===== config.mk =====
export PLATFORM = sky130hd
export DESIGN_NAME = sram8_bridge
export DESIGN_NICKNAME = d
export VERILOG_FILES = /design/src/rtl/sram8_bridge.sv
export SDC_FILE = /design/constraint.sdc
export NUM_CORES = 1
export LEC_CHECK = 0
export ABC_AREA = 1
export BUFFER_PORTS_ARGS = -buffer_cell sky130_fd_sc_hd__buf_2
export CAP_MARGIN = 20
export CORE_MARGIN = 2
export CORE_UTILIZATION = 42
export CTS_CLUSTER_SIZE = 25
export DETAILED_ROUTE_END_ITERATION = 12
export PLACE_DENSITY_LB_ADDON = 0.1
export RECOVER_POWER = 25
export SYNTH_ARGS = -nofsm -noshare
export SYNTH_HDL_FRONTEND = slang
export SYNTH_SLANG_ARGS = --single-unit

===== constraint.sdc =====
create_clock -name clk -period 9.1 [get_ports clk]
set_input_delay 0.91 -clock clk [delete_from_list [all_inputs] [get_ports clk]]
set_output_delay 0.91 -clock clk [all_outputs]
set_load 0.02 [all_outputs]

===== src/rtl/sram8_bridge.sv =====
// rtl/sram8_bridge.sv - 32-bit word requests served as byte cycles on an 8-bit async SRAM
// Optional per-byte HOLD phase enabled by defining SRAM8_BRIDGE_HOLD_EN.
module sram8_bridge #(
    parameter int ADDR_W = 19,
    parameter int WAIT   = 1
) (
    input  logic              clk,
    input  logic              reset,
    input  logic              re,
    input  logic [3:0]        we,
    input  logic [29:0]       addr,
    input  logic [31:0]       wdata,
    output logic [31:0]       rdata,
    output logic              mem_ready,
    output logic [ADDR_W-1:0] sram_addr,
    output logic [7:0]        sram_dq_out,
    input  logic [7:0]        sram_dq_in,
    output logic              sram_dq_oe,
    output logic              sram_ce_n,
    output logic              sram_oe_n,
    output logic              sram_we_n
);
    typedef enum logic [2:0] {IDLE, SETUP, STROBE, HOLD, DONE} state_t;

    localparam logic [3:0] WAIT_C = 4'(WAIT);

    state_t            state_q, state_d;
    logic [3:0]        cnt_q, cnt_d;
    logic [3:0]        rem_q, rem_d;
    logic [1:0]        byte_q, byte_d;
    logic              wr_q, wr_d;
    logic [29:0]       addr_q, addr_d;
    logic [31:0]       wdata_q, wdata_d;
    logic [31:0]       rdata_q, rdata_d;
    logic              ready_q, ready_d;
    logic [ADDR_W-1:0] sa_q, sa_d;
    logic [7:0]        dq_out_q, dq_out_d;
    logic              dq_oe_q, dq_oe_d;
    logic              ce_n_q, ce_n_d;
    logic              oe_n_q, oe_n_d;
    logic              we_n_q, we_n_d;
    logic [3:0]        rem_left;
    logic              active;

    function automatic logic [1:0] first_set(input logic [3:0] m);
        if (m[0])      return 2'd0;
        else if (m[1]) return 2'd1;
        else if (m[2]) return 2'd2;
        else           return 2'd3;
    endfunction

    always_comb begin
        state_d  = state_q;
        cnt_d    = cnt_q;
        rem_d    = rem_q;
        byte_d   = byte_q;
        wr_d     = wr_q;
        addr_d   = addr_q;
        wdata_d  = wdata_q;
        rdata_d  = rdata_q;
        rem_left = rem_q & ~(4'b0001 << byte_q);
        case (state_q)
            IDLE, DONE: begin
                state_d = IDLE;
                if (re) begin
                    state_d = SETUP;
                    addr_d  = addr;
                    wdata_d = wdata;
                    wr_d    = |we;
                    rem_d   = (we == 4'b0000) ? 4'b1111 : we;
                    byte_d  = first_set(rem_d);
                end
            end
            SETUP: begin
                state_d = STROBE;
                cnt_d   = 4'd0;
            end
            STROBE: begin
                if (cnt_q == WAIT_C) begin
                    if (!wr_q) rdata_d[{byte_q, 3'b000} +: 8] = sram_dq_in;
                    rem_d = rem_left;
`ifdef SRAM8_BRIDGE_HOLD_EN
                    state_d = HOLD;
`else
                    state_d = (rem_left == 4'b0000) ? DONE : SETUP;
                    byte_d  = first_set(rem_left);
`endif
                end else begin
                    cnt_d = cnt_q + 4'd1;
                end
            end
`ifdef SRAM8_BRIDGE_HOLD_EN
            HOLD: begin
                // rem_q already excludes the byte just strobed
                state_d = (rem_q == 4'b0000) ? DONE : SETUP;
                byte_d  = first_set(rem_q);
            end
`endif
            default: state_d = IDLE;
        endcase

        // Output registers load from next-state values so pins change cleanly on the clock edge
        active = (state_d == SETUP) || (state_d == STROBE);
`ifdef SRAM8_BRIDGE_HOLD_EN
        if (state_d == HOLD) active = 1'b1;
`endif
        ready_d  = (state_d == DONE);
        ce_n_d   = !active;
        oe_n_d   = !((state_d == STROBE) && !wr_d);
        we_n_d   = !((state_d == STROBE) && wr_d);
        dq_oe_d  = active && wr_d;
        sa_d     = active ? ADDR_W'({addr_d, byte_d}) : sa_q;
        dq_out_d = (active && wr_d) ? wdata_d[{byte_d, 3'b000} +: 8] : dq_out_q;
    end

    always_ff @(posedge clk or posedge reset) begin
        if (reset) begin
            state_q  <= IDLE;
            cnt_q    <= 4'd0;
            rem_q    <= 4'd0;
            byte_q   <= 2'd0;
            wr_q     <= 1'b0;
            addr_q   <= 30'd0;
            wdata_q  <= 32'd0;
            rdata_q  <= 32'd0;
            ready_q  <= 1'b0;
            sa_q     <= '0;
            dq_out_q <= 8'd0;
            dq_oe_q  <= 1'b0;
            ce_n_q   <= 1'b1;
            oe_n_q   <= 1'b1;
            we_n_q   <= 1'b1;
        end else begin
            state_q  <= state_d;
            cnt_q    <= cnt_d;
            rem_q    <= rem_d;
            byte_q   <= byte_d;
            wr_q     <= wr_d;
            addr_q   <= addr_d;
            wdata_q  <= wdata_d;
            rdata_q  <= rdata_d;
            ready_q  <= ready_d;
            sa_q     <= sa_d;
            dq_out_q <= dq_out_d;
            dq_oe_q  <= dq_oe_d;
            ce_n_q   <= ce_n_d;
            oe_n_q   <= oe_n_d;
            we_n_q   <= we_n_d;
        end
    end

    assign rdata       = rdata_q;
    assign mem_ready   = ready_q;
    assign sram_addr   = sa_q;
    assign sram_dq_out = dq_out_q;
    assign sram_dq_oe  = dq_oe_q;
    assign sram_ce_n   = ce_n_q;
    assign sram_oe_n   = oe_n_q;
    assign sram_we_n   = we_n_q;
endmodule


# Word level (Yosys, flattened, before mapping)
# Cells that the tools add are included.
[word_totals] ff_bits=127 in_bits=77 out_inout_bits=64
[classes] addsub=2 n_eq_ne=10 shifts=4 n_mux=26 bitwise=3 n_reduce_logical=18
[ops] cell="$mux 32" n=2
[ops] cell="$mux 17" n=2
[ops] cell="$bwmux 32" n=1
[ops] cell="$shift 8x7->32 const A" n=1
[ops] cell="$shiftx 32x6->8" n=1
[ops] cell="$shiftx 8x7->32" n=1
[ops] cell="$mux 4" n=4
[ops] cell="$pmux 4 s2" n=2
[ops] cell="$mux 2" n=6
[ops] cell="$pmux 3 s3" n=1
[ops] cell="$logic_not 4->1" n=2
[ops] cell="$neg 5->7" n=1
[ops] cell="$eq 3x1->1 const B" n=2
[ops] cell="$eq 3x2->1 const B" n=2
[ops] cell="$eq 3x3->1 const B" n=2
[ops] cell="$mux 3" n=2
[ops] cell="$ne 2x2->1 const B" n=3
[ops] cell="$reduce_and 3->1" n=2
[ops] cell="$mux 1" n=5
[ops] cell="$add 4x1->4 const B" n=1
[ops] cell="$and 4x4->4" n=1
[ops] cell="$eq 4x1->1 const B" n=1
[ops] cell="$logic_not 1->1" n=4
[ops] cell="$not 4->4" n=1
[ops] cell="10 further kinds" n=13

# Depth between registers and ports, before layout
# Gate-level depths: netlist (run 1).
[depth] word_depth=10 depth_mapped=14 ltp_nobuf=13

# Worst setup path after synthesis (run 1)
# OpenSTA, ideal clock, no wires.
[synth_path] path_type="register -> register" start="register byte_q[0]" end="register dq_out_q[0] (netlist: sram_dq_out[0])" t_arrival_ns=2.387 slack_ns=6.648 path_stages_with_launch=15 path_buffers=3 period_less_slack_ns=2.452 path_cell_list="dfrtp_1 > clkbuf_1 > clkbuf_1 > inv_1 > ha_1 > buf_2 > o21ai_0 > inv_1 > nand2_1 > nand3_2 > inv_2 > nand3_1 > nand2_1 > nand2_1 > nand2_1"
[synth_between] word_cells_on_any_way=18 classes_between="eq/ne (2); shift (2); mux (9); bitwise (2); reduce/logical (3)"
[synth_lines] item="start: declaration" line="30" rtl="logic [1:0] byte_q, byte_d;"
[synth_lines] item="start signal: assignment" line="137" rtl="byte_q <= byte_d;"
[synth_lines] item="$shl 1x2->4 (*)" line="61" rtl="rem_left = rem_q & ~(4'b0001 << byte_q);"
[synth_lines] item="$not 4->4 (*)" line="61"
[synth_lines] item="$and 4x4->4 (*)" line="61"
[synth_lines] item="$mux 2" line="47" rtl="else if (m[1]) return 2'd1;"
[synth_lines] item="$mux 2 (*)" line="46" rtl="if (m[0]) return 2'd0;"
[synth_lines] item="$mux 2 (*)" line="79" rtl="if (cnt_q == WAIT_C) begin"
[synth_lines] item="$pmux 2 s2 (*)" line="62" rtl="case (state_q)"
[synth_lines] item="net byte_d[1]" line="30"
[synth_lines] item="$shiftx 32x6->8 (*)" line="113" rtl="dq_out_d = (active && wr_d) ? wdata_d[{byte_d, 3'b000} +: 8] : dq_out_q;"
[synth_lines] item="end signal: assignment" line="144" rtl="dq_out_q <= dq_out_d;"
[synth_lines] item="end: declaration" line="37" rtl="logic [7:0] dq_out_q, dq_out_d;"
# The timed path passes the listed nets; every way through them passes the cells marked *.
# A chain may end at the register's enable or synchronous reset.

# Final worst setup path (run 1)
[layout_path] start="input re" end="register dq_out_q[5] (netlist: sram_dq_out[5])"
[layout_between] elab_chain_cells=5 word_cells_on_any_way=13 classes_between="eq/ne (2); shift (1); mux (8); reduce/logical (2)"
[layout_lines] item="start: declaration" line="9" rtl="input logic re,"
[layout_lines] item="parallel branches: the longest is 5 deep, another holds $shiftx 32x6->8"
# Parallel ways; which one is timed is not known.

==> results of run 1 <==
tightest hold or removal path, delay by kind of cell, from the launching register on:
kind             cells  cell delay [ns]
flip-flops           1             0.32
AND/OR/NAND/NOR      2             0.13
layout make-up:
cell class	instances	area, um^2
inverters	82	311.5
clock inverters	10	203.9
clock buffers	22	494.2
multi-input cells	421	2115
well taps	176	220.2
fillers	1234	6178
flip-flops and latches	127	3182
repair buffers	128	643.1
kinds of logic (layout without fill, tap and decap cells):
logic type	Yosys count	count (layout)	synth area share, %
AND/OR/NAND/NOR	314	314	25.55
XOR/XNOR	2	2	0.3040
AO/OA/AOI/OAI	95	95	9.010
flip-flops	127	127	55.21
adder cells (fa/ha/maj)	10	10	2.171
buffers and inverters	106	242	7.751
placed cells by master, fill, tap and decap left out, types with 3 or more instances in the layout:
master     instances
nand2_4            3
nand2_1          170
nand3_1           30
nand3_4            3
clkbuf_8           5
inv_2              3
bufinv_16          6
or2_1              5
buf_2            127
nor2_1            45
or2_0              7
dfrtp_1          124
a21oi_1           10
nand4_1           33
dfstp_2            3
clkbuf_16         17
or2_2              5
nand2_2            4
ha_1              10
nor2_2             5
a31oi_1           17
o21ai_0           59
inv_1             76
clkinv_2           3
state kept, by name, summed over array words and instances, names as in the netlist, 2 cells and up:
name / count
wdata_q: 32
addr_q: 17
state_q: 3
sram_addr: 19
byte_q: 2
sram_dq_out: 8
cnt_q: 4
rem_q: 4
rdata: 32
per-layer routing:
| metal | routed length [um] | vias to the layer above |
|---|---|---|
| met4 | 256 | 0 |
| li1 | - | 2355 |
| met2 | 6128 | 156 |
| met3 | 831 | 23 |
| met1 | 6354 | 2198 |
| met5 | 0 | - |
stage by stage:
step	instances	hold slack, ns	util, %	setup WS (ns)	total power [uW]
final	966	0.4742	53.71	5.161	2942
after global routing	966	0.4980	53.71	4.762	3164
after CTS	966	0.4742	53.87	6.267	2967
after detailed placement	934	0.4615	48.64	6.060	2162
after global placement	934	0.4519	48.64	6.053	2130
after floorplan	654	0.4435	-	4.811	1837
worst min-delay path by stage:
stage,from,end,depth (start not counted),slack [ns]
after floorplan,addr_q[0],addr_q[0],2,0.44
after global placement,sram_addr[0],sram_addr[0],2,0.45
after detailed placement,addr_q[15],addr_q[15],2,0.46
after CTS,addr_q[7],addr_q[7],2,0.47
after global routing,addr_q[7],addr_q[7],2,0.50
final,addr_q[7],addr_q[7],2,0.47
power breakdown:
| group | leakage [uW] | switching, uW | total [uW] | internal, uW |
|---|---|---|---|---|
| Combinational | 0.00175 | 826 | 1200 | 376 |
| Clock | 0.000346 | 241 | 790 | 549 |
| Sequential | 0.00144 | 118 | 949 | 832 |
==> results.sh, run 1 <==
export IMPL_grt_max_degree=73
export IMPL_yosys_register_bits=127
export IMPL_worstSetupEndpointType="flip-flop"
export IMPL_grt_first_pass_wirelength_um=22260
export IMPL_portBuffers=127
export IMPL_crit_chain="buf_2, nand2_1, inv_4, nand3_4, nand3_4, nand2_1, nand3_1, nand2_1, nand2_1, nand2_1"
export IMPL_wirelength_um=13570
export IMPL_antenna_cells=0
export IMPL_h_tree_depth=4
export IMPL_synth_fp_nets=741
export IMPL_clockBufferDepth=2
export IMPL_grt_use_total_pct=19.52
export IMPL_crit_family="simple AND/OR/NAND/NOR gates"
export IMPL_outcome="finished with violations"
export IMPL_rsz0062_at_grt="false"
export IMPL_grtUsageMet2_pct=29.18
export IMPL_grt_overflow=0
export IMPL_crit_top_cell="nand2_1"
export IMPL_violations="capacitance limit, slew limit"
export IMPL_hpwl_um=9301
export IMPL_finalSetupTns_ns=0
export IMPL_root_buffer="clkbuf_16"
export IMPL_cts_tree="yes"
export IMPL_routedWlPerCell_um=14.05
export IMPL_synth_area_um2=5763
export IMPL_yosysMostFrequentCell="nand2_1"
export IMPL_synth_distinct_cells=35
export IMPL_yosys_warnings=0
export IMPL_drc=0
export IMPL_fin_skew_ns=0.006282
export IMPL_fin_area_um2=7169
export IMPL_hp_class="reg -> reg"
export IMPL_area_delta_synth_final_pct=24.40
export IMPL_ir_worst_vdd_v=0.0001867
export IMPL_synth_top_area_share_pct=53.84
export IMPL_ff2ff_setup_slack_ns=5.21
export IMPL_grt_use_met1_pct=27.31
export IMPL_clkSlewWorstSetupHoldPaths_ns=0.06
export IMPL_dieWidth_um=121.1
export IMPL_relSlewSlack_pct=-68.31
export IMPL_io_pins=141
export IMPL_gp_congestion=0.8697
export IMPL_synth_largest_area_cell="dfrtp_1"
export IMPL_layout_drive_gt1_share_pct=24.30
export IMPL_finalMaxSlewViolations=133
export IMPL_async_flop_share_pct=100.0
export IMPL_cts_hold_fix_buffers=0
export IMPL_core_um2=13350
export IMPL_leakage_uw=0.003534
export IMPL_cts_setup_buffers=0
export IMPL_reg2reg_depth=10
export IMPL_drt_pass1_iterations=5
export IMPL_slowest_stage="nand2_1"
export IMPL_post_route_period_util_pct=43.29
export IMPL_ys_top_cells_by_area="dfrtp_1 (54%), nand2_1 (11%), inv_1 (5.0%)"
export IMPL_crit_end="sram_dq_out[5]"
export IMPL_top_usage_layer="met2"
export IMPL_cts_inserted_buffers=17
export IMPL_antenna_found_initial=0
export IMPL_path_class="in -> reg"
export IMPL_critPathRequiredTime_ns=9.41
export IMPL_cp_max_fo=72
export IMPL_critPathMaxStageDelay_ns=1.19
export IMPL_use_met3_pct=5.545
export IMPL_fp_dieArea_um2=14670
export IMPL_numClockSinks=127
export IMPL_final_setup_viol_count=0
export IMPL_synth_commonest_cells="nand2_1 (168), dfrtp_1 (124), inv_1 (77)"
export IMPL_worstSkewPairLatency_ns=0.42
export IMPL_timing_rr_start="state_q[0]"
export IMPL_netlist_instances=654
export IMPL_cap_violations=2
export IMPL_nets=864
export IMPL_worstSetupStartpoint="re"
export IMPL_synth_ff_type="dfrtp_1"
export IMPL_tightest_slew_ns=2.511
export IMPL_vias_per_cell=4.899
export IMPL_start_util_pct=43.18
export IMPL_ys_seq_area_share_pct=55.21
export IMPL_avgSynthCellArea_um2=8.812
export IMPL_dpl_cell_area_um2=6492
export IMPL_max_freq_ghz=0.2538
export IMPL_row_count=42
export IMPL_antenna_left=0
export IMPL_cp_start_kind="primary input"
export IMPL_synth_edff_count=0
export IMPL_power_per_cell_area_nw_per_um2=410.3
export IMPL_drt_iter0_drc=364
export IMPL_die_height_um=121.1
export IMPL_critical_path_depth=10
export IMPL_worstPathArrival_ns=4.25
export IMPL_grt_pass1_vias=4538
export IMPL_num_vias=4732
export IMPL_hold_viol=0
export IMPL_ctsResizeCount=0
export IMPL_worstPathBufferInverterCount=2
export IMPL_r2r_end="sram_dq_out[5]"
export IMPL_finalCriticalPeriod_ns=3.939
No activity file was read; power rests on OpenSTA's default activity.
==> inputs of run 2 (changes only) <==
--- a/config.mk
+++ b/config.mk
@@ -5,7 +5,7 @@
 export SDC_FILE = /design/constraint.sdc
 export NUM_CORES = 1
 export LEC_CHECK = 0
-export ABC_AREA = 1
+export ABC_AREA = 0
 export BUFFER_PORTS_ARGS = -buffer_cell sky130_fd_sc_hd__buf_2
 export CAP_MARGIN = 20
 export CORE_MARGIN = 2
==> constraint.sdc (replaced) <==
create_clock -name clk -period 3.75 [get_ports clk]
set_input_delay 0.375 -clock clk [delete_from_list [all_inputs] [get_ports clk]]
set_output_delay 0.375 -clock clk [all_outputs]
set_load 0.02 [all_outputs]
==> results.sh, run 2 <==
export IMPL_finalCriticalPeriod_ns=2.987
export IMPL_yosys_register_bits=127
export IMPL_ir_worst_vdd_v=0.0005029
export IMPL_cts_tree="yes"
export IMPL_wirelength_um=12360
export IMPL_wl_met3_um=598
export IMPL_numClockSinks=127
export IMPL_vias_per_cell=4.799
export IMPL_leakage_uw=0.003406
export IMPL_core_um2=12670
export IMPL_fin_skew_ns=0.006805
export IMPL_met2_length_um=6038
export IMPL_grt_pass1_vias=4166
export IMPL_max_freq_ghz=0.3348
export IMPL_whs_endpoint="wdata_q[0]"
export IMPL_pre_cts_ws_ns=0.7369
export IMPL_antenna_found_initial=2
export IMPL_crit_chain="ha_1, or3b_1, a2111oi_0, a211oi_4, buf_4, mux2i_1, mux2i_1, mux2_4"
export IMPL_critPathMaxStageDelay_ns=0.83
export IMPL_cp_max_fo=18
export IMPL_min_from="wdata[0]"
export IMPL_power_uw=6604
export IMPL_cts_setup_buffers=0
export IMPL_yosysMostFrequentCell="nand2_1"
export IMPL_h_tree_depth=4
export IMPL_nets=769
export IMPL_r2r_end="sram_dq_out[2]"
export IMPL_timing_rr_start="cnt_q[0]"
export IMPL_cap_violations=0
export IMPL_die_height_um=118.0
export IMPL_routedWlPerCell_um=14.29
export IMPL_instances_no_fill=865
export IMPL_gp_congestion=0.8147
export IMPL_synth_edff_count=0
export IMPL_yosys_warnings=0
export IMPL_hpwl_um=8363
export IMPL_reg2reg_depth=8
export IMPL_clkSlewWorstSetupHoldPaths_ns=0.05
export IMPL_cts_inserted_buffers=17
export IMPL_dieWidth_um=118.0
export IMPL_grt_overflow=0
export IMPL_synth_area_um2=5455
export IMPL_synth_commonest_cells="nand2_1 (228), dfrtp_1 (124), o21ai_0 (48)"
export IMPL_nFillCells=1232
export IMPL_root_buffer="clkbuf_16"
export IMPL_clockBufferDepth=2
export IMPL_area_delta_synth_final_pct=25.16
export IMPL_highest_layer="met4"
export IMPL_row_count=41
export IMPL_relSlewSlack_pct=31.76
export IMPL_synth_top_area_share_pct=56.88
export IMPL_drt_pass1_iterations=5
export IMPL_synth_largest_area_cell="dfrtp_1"
export IMPL_fp_dieArea_um2=13920
export IMPL_tightest_slew_ns=1.018
export IMPL_netlist_instances=550
export IMPL_ff2ff_setup_slack_ns=0.76
export IMPL_slowest_stage="a2111oi_0"
export IMPL_post_route_period_util_pct=79.66
export IMPL_grt_max_degree=76
export IMPL_min_path_cells=3
export IMPL_synth_fp_nets=637
export IMPL_worstSetupEndpointType="flip-flop"
export IMPL_drt_iter0_drc=243
export IMPL_ctsResizeCount=0
export IMPL_critPathRequiredTime_ns=4.04
export IMPL_layout_common_cells="nand2_1 (228), dfrtp_1 (124), buf_2 (69), clkbuf_1 (60), o21ai_0 (48)"
export IMPL_path_class="reg -> reg"
export IMPL_outcome="finished, final reports clean"
export IMPL_ys_seq_area_share_pct=58.33
export IMPL_portBuffers=127
export IMPL_layout_drive_gt1_share_pct=20.09
export IMPL_grt_first_pass_wirelength_um=20580
export IMPL_hold_viol=0
export IMPL_grt_use_total_pct=18.83
export IMPL_synth_ff_type="dfrtp_1"
export IMPL_async_flop_share_pct=100.0
export IMPL_ys_top_cells_by_area="dfrtp_1 (57%), nand2_1 (16%), mux2i_1 (4.4%)"
export IMPL_worstPathArrival_ns=3.28
export IMPL_cp_start_kind="flip-flop"
export IMPL_fin_ws_ns=0.7628
export IMPL_num_vias=4151
export IMPL_final_setup_viol_count=0
export IMPL_antenna_left=0
export IMPL_drc=0
export IMPL_crit_family="compound AO/OA/AOI/OAI gates"
export IMPL_io_pins=141
export IMPL_rsz0062_at_grt="false"
export IMPL_hp_class="in -> reg"
export IMPL_worstSkewPairLatency_ns=0.41
export IMPL_mostFrequentLayoutCell="nand2_1"
export IMPL_crit_top_cell="mux2i_1"
export IMPL_post_place_cells=833
export IMPL_wl_met1_um=5635
export IMPL_worstPathBufferInverterCount=1
export IMPL_power_per_cell_area_nw_per_um2=967.2
export IMPL_start_util_pct=43.05
export IMPL_avgSynthCellArea_um2=9.919
export IMPL_finalSetupTns_ns=0
export IMPL_synth_distinct_cells=34
export IMPL_finalMaxSlewViolations=0
## run 2: cell count changes in the layout (fill, tap and decap cells not counted), sizes merged, moves of 40 or more
| cell | change |
|---|---|
| buf | -52 |
| clkbuf | +61 |
| inv | -72 |
| nand2 | +51 |
| nor2 | -40 |
## run 2: logic make-up (layout without fill, tap and decap cells)
logic type,count (synthesis),in the layout,synth area share [%]
AND/OR/NAND/NOR,270,270,20.25
flip-flops,127,127,58.33
AO/OA/AOI/OAI,61,61,6.055
multiplexers,50,50,10.32
buffers and inverters,32,174,2.752
adder cells (fa/ha/maj),10,10,2.294
other,0,1,0
## run 2: final cells by class
class / count / area, um^2 / area share (%)
clock buffers: 24 / 501.7 / 7.348
repair buffers: 136 / 645.6 / 9.456
clock inverters: 5 / 103.9 / 1.521
inverters: 9 / 35.03 / 0.5131
diodes: 1 / 2.502 / 0.03665
well taps: 172 / 215.2 / 3.152
multi-input cells: 391 / 2142 / 31.37
flip-flops and latches: 127 / 3182 / 46.60
## run 2: timing repair
action	in CTS	in global routing
endpoints found under the hold margin	4	0
setup endpoints to repair	0	0
hold buffers	1	0
## run 2: report_power, final
| group | internal (uW) | switching [uW] |
|---|---|---|
| Clock | 1120 | 555 |
| Combinational | 1020 | 1590 |
| Sequential | 2000 | 316 |
## run 2: tightest hold or removal path, stage by stage
cell	delay (ns)
buf_2	0.07
nand2_1	0.04
nand2_1	0.06
## run 2: routing by layer
metal | GRT usage (%) | vias to the layer above
li1 | - | 2058
met1 | 24.23 | 1993
met2 | 30.05 | 94
met3 | 6.250 | 6
met4 | 6.099 | 0
met5 | 0 | -
## run 2: metrics by stage
step,hold WS [ns],instance area [um^2],utilization (%)
floorplan,0.4358,5459,-
global placement,0.4416,6277,49.54
detailed placement,0.4384,6277,49.54
CTS,0.1543,6893,54.40
global route,0.1635,6828,53.89
finish,0.1727,6828,53.89
## run 2: worst max-delay path by stage
stage / slack, ns / start / cells past startpoint / to
after detailed placement: 0.74 / byte_q[0] / 8 / sram_dq_out[0]
final: 0.76 / cnt_q[0] / 8 / sram_dq_out[2]
after floorplan: 1.12 / byte_q[0] / 9 / sram_dq_out[0]
after CTS: 0.72 / cnt_q[0] / 8 / sram_dq_out[2]
after global routing: 0.59 / byte_q[0] / 8 / sram_dq_out[3]
after global placement: 0.82 / byte_q[0] / 8 / sram_dq_out[3]
